<file path="config.mk">
export PLATFORM = sky130hd
export DESIGN_NAME = sprite_blitter
export DESIGN_NICKNAME = d
export VERILOG_FILES = /design/src/rtl/blitter_pkg.sv /design/src/rtl/blit_cmd_fifo.sv /design/src/rtl/sprite_blitter.sv
export SDC_FILE = /design/constraint.sdc
export NUM_CORES = 1
export LEC_CHECK = 0
export ABC_CLOCK_PERIOD_IN_PS = 6200
export BUFFER_PORTS_ARGS = -buffer_cell sky130_fd_sc_hd__buf_2
export CAP_MARGIN = 15
export CORE_MARGIN = 5
export CORE_UTILIZATION = 55
export CTS_CLUSTER_SIZE = 12
export DETAILED_ROUTE_END_ITERATION = 16
export PLACE_DENSITY = 0.76
export SLEW_MARGIN = 25
export SYNTH_ARGS = -nofsm -noshare
export SYNTH_HDL_FRONTEND = slang
export SYNTH_SLANG_ARGS = --single-unit
export TNS_END_PERCENT = 100
</file>
<file path="constraint.sdc">
create_clock -name sram_clk -period 6.2 [get_ports sram_clk]
set_input_delay 0.31 -clock sram_clk [delete_from_list [all_inputs] [get_ports sram_clk]]
set_output_delay 0.31 -clock sram_clk [all_outputs]
set_load 0.05 [all_outputs]
</file>
<file path="src/rtl/blitter_pkg.sv">
// Shared types for the sprite blitter: FSM states, screen bounds and the queued draw command.
// The command entry carries a flip bit only when SPRITE_FLIP_EN is defined.
package blitter_pkg;

    typedef enum logic [1:0] {IDLE, ISSUE, PRESENT, PARK} blit_state_e;

    localparam int SCREEN_W = 640;
    localparam int SCREEN_H = 480;
    localparam int CMD_ID_W = 4;

    typedef struct packed {
        logic [10:0]         x;
        logic [10:0]         y;
        logic [CMD_ID_W-1:0] id;
`ifdef SPRITE_FLIP_EN
        logic                flip;
`endif
    } blit_cmd_t;

    function automatic logic on_screen(input logic [10:0] sx, input logic [10:0] sy);
        return !sx[10] && !sy[10] && (sx < 11'(SCREEN_W)) && (sy < 11'(SCREEN_H));
    endfunction

endpackage

</file>
<file path="src/rtl/blit_cmd_fifo.sv">
// Synchronous first-word-fall-through command FIFO with flush.
// A push coincident with flush is kept as the sole surviving entry.
module blit_cmd_fifo #(
    parameter int  DEPTH   = 16,
    parameter type entry_t = logic [7:0]
) (
    input  logic   sram_clk,
    input  logic   reset,
    input  logic   flush,
    input  logic   push,
    input  entry_t wr_data,
    input  logic   pop,
    output entry_t rd_data,
    output logic   full,
    output logic   empty
);
    localparam int PW = $clog2(DEPTH);

    entry_t        mem [DEPTH];
    logic [PW-1:0] wr_ptr, rd_ptr;
    logic [PW:0]   count;
    logic          do_push, do_pop;

    assign empty   = (count == '0);
    assign full    = (count == (PW+1)'(DEPTH));
    assign do_pop  = pop && !empty && !flush;
    assign do_push = push && (!full || do_pop);
    assign rd_data = mem[rd_ptr];

    always_ff @(posedge sram_clk) begin
        if (do_push) mem[wr_ptr] <= wr_data;
    end

    always_ff @(posedge sram_clk) begin
        if (reset) begin
            wr_ptr <= '0;
            rd_ptr <= '0;
            count  <= '0;
        end else if (flush) begin
            rd_ptr <= wr_ptr;
            wr_ptr <= wr_ptr + PW'(do_push);
            count  <= (PW+1)'(do_push);
        end else begin
            wr_ptr <= wr_ptr + PW'(do_push);
            rd_ptr <= rd_ptr + PW'(do_pop);
            count  <= count + (PW+1)'(do_push) - (PW+1)'(do_pop);
        end
    end

endmodule

</file>
<file path="src/rtl/sprite_blitter.sv">
// Sprite blitter: pops draw commands and feeds one pixel per two-cycle write slot to the
// frame-buffer controller. Optional horizontal mirroring via SPRITE_FLIP_EN.
module sprite_blitter
    import blitter_pkg::*;
#(
    parameter int          SPR_W       = 32,
    parameter int          SPR_H       = 32,
    parameter int          ID_W        = 4,
    parameter int          FIFO_DEPTH  = 16,
    parameter logic [15:0] TRANSPARENT = 16'h0000,
    parameter logic [9:0]  PARK_X      = 10'd1023,
    parameter logic [9:0]  PARK_Y      = 10'd511
) (
    input  logic                                          sram_clk,
    input  logic                                          reset,
    input  logic                                          frame_clk,
    input  logic                                          cmd_valid,
    output logic                                          cmd_ready,
    input  logic [10:0]                                   cmd_x,
    input  logic [10:0]                                   cmd_y,
    input  logic [ID_W-1:0]                               cmd_id,
    input  logic                                          cmd_flip,
    output logic [ID_W+$clog2(SPR_H)+$clog2(SPR_W)-1:0]   rom_addr,
    input  logic [15:0]                                   rom_data,
    output logic [9:0]                                    program_x,
    output logic [9:0]                                    program_y,
    output logic [15:0]                                   program_data,
    output logic                                          busy,
    output logic                                          overrun
);
    localparam int CW = $clog2(SPR_W);
    localparam int RW = $clog2(SPR_H);

    blit_state_e state, state_n;
    logic        ph;
    logic [2:0]  fsync;
    logic        frame_edge;
    blit_cmd_t   wr_cmd, rd_cmd, cur;
    logic        full, empty, push, pop;
    logic [RW-1:0] row;
    logic [CW-1:0] col, col_m;
    logic [10:0] sx, sy;
    logic        last_px;

    assign frame_edge = fsync[1] && !fsync[2];
    assign cmd_ready  = !full;
    assign push       = cmd_valid && cmd_ready;
    assign busy       = (state != IDLE) || !empty;
    assign last_px    = (row == RW'(SPR_H-1)) && (col == CW'(SPR_W-1));

    always_comb begin
        wr_cmd    = '0;
        wr_cmd.x  = cmd_x;
        wr_cmd.y  = cmd_y;
        wr_cmd.id = CMD_ID_W'(cmd_id);
`ifdef SPRITE_FLIP_EN
        wr_cmd.flip = cmd_flip;
`endif
    end

`ifdef SPRITE_FLIP_EN
    assign col_m = cur.flip ? CW'(SPR_W-1) - col : col;
`else
    logic unused_flip;
    assign unused_flip = cmd_flip;
    assign col_m       = col;
`endif

    blit_cmd_fifo #(
        .DEPTH   (FIFO_DEPTH),
        .entry_t (blit_cmd_t)
    ) u_fifo (
        .sram_clk (sram_clk),
        .reset    (reset),
        .flush    (frame_edge),
        .push     (push),
        .wr_data  (wr_cmd),
        .pop      (pop),
        .rd_data  (rd_cmd),
        .full     (full),
        .empty    (empty)
    );

    always_comb begin
        state_n = state;
        pop     = 1'b0;
        case (state)
            IDLE:    if (!empty) begin pop = 1'b1; state_n = ISSUE; end
            ISSUE:   state_n = PRESENT;
            PRESENT: begin
                if (!last_px)     state_n = ISSUE;
                else if (!empty)  begin pop = 1'b1; state_n = ISSUE; end
                else              state_n = PARK;
            end
            PARK:    if (ph) state_n = IDLE;
            default: state_n = IDLE;
        endcase
        if (frame_edge) begin
            state_n = IDLE;
            pop     = 1'b0;
        end
    end

    // PARK holds the last pixel through its second cycle, then parks on the next slot edge
    always_ff @(posedge sram_clk) begin
        if (reset) begin
            fsync        <= '0;
            state        <= IDLE;
            ph           <= 1'b0;
            cur          <= '0;
            row          <= '0;
            col          <= '0;
            sx           <= '0;
            sy           <= '0;
            rom_addr     <= '0;
            program_x    <= PARK_X;
            program_y    <= PARK_Y;
            program_data <= '0;
            overrun      <= 1'b0;
        end else begin
            fsync <= {fsync[1:0], frame_clk};
            state <= state_n;
            ph    <= (state == IDLE || frame_edge) ? 1'b0 : ~ph;
            case (state)
                ISSUE: begin
                    rom_addr <= {ID_W'(cur.id), row, col_m};
                    sx       <= cur.x + 11'(col);
                    sy       <= cur.y + 11'(row);
                end
                PRESENT: begin
                    if (rom_data != TRANSPARENT && on_screen(sx, sy)) begin
                        program_x <= sx[9:0];
                        program_y <= sy[9:0];
                    end else begin
                        program_x <= PARK_X;
                        program_y <= PARK_Y;
                    end
                    program_data <= rom_data;
                    col <= col + CW'(1);
                    if (col == CW'(SPR_W-1)) row <= row + RW'(1);
                end
                PARK: if (ph) begin
                    program_x    <= PARK_X;
                    program_y    <= PARK_Y;
                    program_data <= '0;
                end
                default: ;
            endcase
            if (pop) begin
                cur <= rd_cmd;
                row <= '0;
                col <= '0;
            end
            if (frame_edge) begin
                program_x    <= PARK_X;
                program_y    <= PARK_Y;
                program_data <= '0;
                if (busy) overrun <= 1'b1;
            end
        end
    end

endmodule

</file>
==> impl_metrics.py <==
metrics = {
    "outcome": {
        "status": "finished, final reports clean",
    },
    "global_route": {
        "grt_usage_pct": 20.83,
        "grt_pass1_wl_um": 69800,
        "grt_max_degree": 107,
        "grt_pass1_vias": 11750,
        "overflow": 0,
        "grt_antenna_before_repair": 4,
    },
    "worst_setup_path": {
        "r2r-end": "u_fifo.count[4]",
        "slowest_delay_ns": 0.43,
        "crit_buf_inv": 2,
        "path_common_cell": "ha_1",
        "cp-start-kind": "flop",
        "path_delay_family": "adder cells",
        "cp-startpoint": "col[0]",
        "crit_chain": "ha_1 > and3_1 > ha_1 > a21boi_0 > nor4_4 > ha_1 > inv_1 > ha_1 > inv_1 > fa_1 > nand2b_1 > a21oi_1 > o21ai_0 > nor3b_1",
        "endpoint_kind": "flop",
        "arrival_ns": 3.91,
        "rr_startpoint": "col[0]",
        "reg2reg_slack_ns": 2.73,
        "r2r_cells": 14,
        "critPathSlowestCell": "dfxtp_1",
        "crit_path_max_fanout": 6,
        "crit_type": "flop to flop",
        "crit_required_ns": 6.64,
    },
    "yosys": {
        "ys_warn_count": 0,
        "ys_seq_elements": 544,
        "yosysUniqueCellTypes": 67,
        "synth_top_area_share_pct": 58.11,
        "ys_async_sr_fraction_pct": 0,
        "synth-edff-count": 416,
        "synth.yosys.seq_area_share_pct": 70.03,
        "yosys.area.top_type": "edfxtp_1",
        "synth_area_leaders": "edfxtp_1 (58%), dfxtp_1 (12%), mux4_2 (10%), mux2i_1 (2.5%), nand2_1 (1.5%)",
        "synth_ff_type": "edfxtp_1",
        "avgSynthCellArea_um2": 16.94,
        "syn_inst": 1269,
        "syn_nets": 1343,
        "synth_area_um2": 21500,
    },
    "timing": {
        "tns_ns": 0,
        "relSlewSlack_pct": 30.71,
        "hold_viol": 0,
        "timing.fmax_mhz": 288.1,
        "fin_crit_ns": 3.471,
        "fin_skew_ns": 0.01852,
        "setup_viol": 0,
        "rsz0062_at_grt": "false",
        "worst_slew_pin_slew_ns": 1.037,
        "finalMaxSlewViolations": 0,
        "post-route-period-util_pct": 55.98,
    },
    "layout": {
        "fin_cells": 1945,
        "final_nets": 1455,
        "area_delta_synth_final_pct": 13.73,
        "layout_commonest_cell": "edfxtp_1",
        "fin_area_um2": 24450,
        "final_cell_mix": "edfxtp_1 (416), dfxtp_1 (125), mux4_2 (98), buf_2 (98), nand2_1 (84)",
        "drive_gt1_share_pct": 23.37,
    },
    "clock_network": {
        "cts_tree": "built",
        "cts_setup_buffers": 0,
        "cts_resized": 0,
        "path_clk_slew_ns": 0.06,
        "cts.sinks": 544,
        "cts-buffers-inserted": 54,
        "htreeDepth": 2,
        "cts.path.max_buffers": 3,
        "cts_root_buffer": "clkbuf_16",
        "holdBufCountCts": 17,
        "clk_latency_ns": 0.58,
    },
    "hold_path": {
        "min_path_type": "input pin to flop",
        "holdPathStages": 1,
        "min_to": "u_fifo.mem[11][4]",
        "min_from": "cmd_y[0]",
    },
    "drt": {
        "vias": 11740,
        "via_per_inst": 6.035,
        "postRouteAntennaNets": 0,
        "drt-pass1-iter-count": 5,
        "avgRoutedWirePerCell_um": 23.33,
        "drt_iter0_drc": 1001,
        "drc": 0,
        "wl_um": 45380,
    },
    "place": {
        "placed_cell_area_um2": 22630,
        "dp_hpwl_um": 25950,
        "gp_congestion": 0.8176,
        "portBuffers": 98,
        "post-place-cells": 1826,
    },
    "power_and_ir_drop": {
        "leakage_nw": 8.003,
        "irDropWorstVdd_mv": 0.2500,
        "power_mw": 9.152,
        "p_per_area_nw_per_um2": 374.3,
    },
    "floorplan": {
        "ioPinCount": 100,
        "die_y_um": 207.7,
        "core_um2": 38650,
        "start_util_pct": 55.62,
        "die-area_um2": 43140,
        "std_cell_rows": 72,
        "die-width_um": 207.7,
    },
    "run": {
        "max_cap_viol_count": 0,
    },
}
[power breakdown]
part / total [mW] / switching, mW / internal [mW]
clock: 3.03 / 1.31 / 1.72
sequential: 4.43 / 0.254 / 4.17
combinational: 1.69 / 1.00 / 0.687
[layout make-up]
class                   instances  area (um2)
flip-flops and latches        544       15070
fillers                      2666       14200
multi-input cells             628        6031
clock buffers                  90        1568
repair buffers                134       987.2
well taps                     518       648.1
clock inverters                10       72.57
inverters                      19       71.32
diodes                          2       5.005
[worst register-to-register path, cell delays in order (launching register included)]
cell	delay, ns
dfxtp_1	0.43
ha_1	0.20
and3_1	0.18
ha_1	0.32
a21boi_0	0.23
nor4_4	0.40
ha_1	0.32
inv_1	0.06
ha_1	0.16
inv_1	0.06
fa_1	0.40
nand2b_1	0.17
a21oi_1	0.19
o21ai_0	0.09
nor3b_1	0.14
[sequential cells by signal, summed over array words and instances (netlist names)]
register / count
state: 2
program_data: 16
program_x: 10
u_fifo.rd_ptr: 4
u_fifo.mem: 416
program_y: 10
u_fifo.count: 5
col: 5
ph: 1
sx: 11
u_fifo.wr_ptr: 4
fsync: 3
sy: 11
overrun: 1
rom_addr: 14
row: 5
cur: 26
[per-stage QoR]
| step | setup slack (ns) | hold slack (ns) | utilization (%) |
|---|---|---|---|
| after floorplan | 2.197 | 0.4089 | - |
| after global placement | 2.833 | 0.4247 | 57.93 |
| after detailed placement | 2.745 | 0.4270 | 58.56 |
| after CTS | 2.710 | 0.05885 | 63.24 |
| after global routing | 2.469 | 0.07776 | 63.26 |
| final | 2.729 | 0.08965 | 63.26 |
[worst max path at each step]
stage | endpoint | depth (start not counted)
after floorplan | u_fifo.mem[0][0] | 7
after global placement | u_fifo.count[4] | 14
after detailed placement | u_fifo.count[4] | 14
after CTS | u_fifo.count[4] | 14
after global routing | u_fifo.count[4] | 14
final | u_fifo.count[4] | 14
[synthesized netlist by cell type (6+ instances only)]
cell / instances
inv_1: 17
mux4_1: 6
nor4_1: 13
nand3_1: 21
o221ai_2: 7
ha_1: 24
dfxtp_1: 128
nor3_1: 12
buf_6: 9
buf_2: 30
xnor2_1: 6
a21oi_1: 36
xor2_1: 7
o221ai_1: 19
nor2b_1: 8
buf_1: 9
nand2_1: 84
a31oi_1: 7
o21ai_0: 11
clkbuf_1: 23
o21ai_1: 22
nand2b_1: 7
mux4_2: 98
mux2i_1: 53
a211oi_1: 9
nor4_2: 10
a22oi_1: 16
edfxtp_1: 416
nor2_1: 78
[layer usage]
layer / routed length, um / up-vias / GRT usage (%)
li1: - / 5242 / -
met1: 18640 / 5955 / 28.73
met2: 22110 / 460 / 33.82
met3: 3620 / 79 / 4.806
met4: 989 / 2 / 6.048
met5: 20 / - / 0
[cell families after synthesis]
group	count (synthesis)	synth area share, %
AO/OA/AOI/OAI	163	5.419
XOR/XNOR	13	0.5297
flip-flops	544	70.03
buffers and inverters	97	2.479
adder cells (fa/ha/maj)	27	1.676
AND/OR/NAND/NOR	268	6.397
multiplexers	157	13.47
Power figures use the tool's default switching activity.
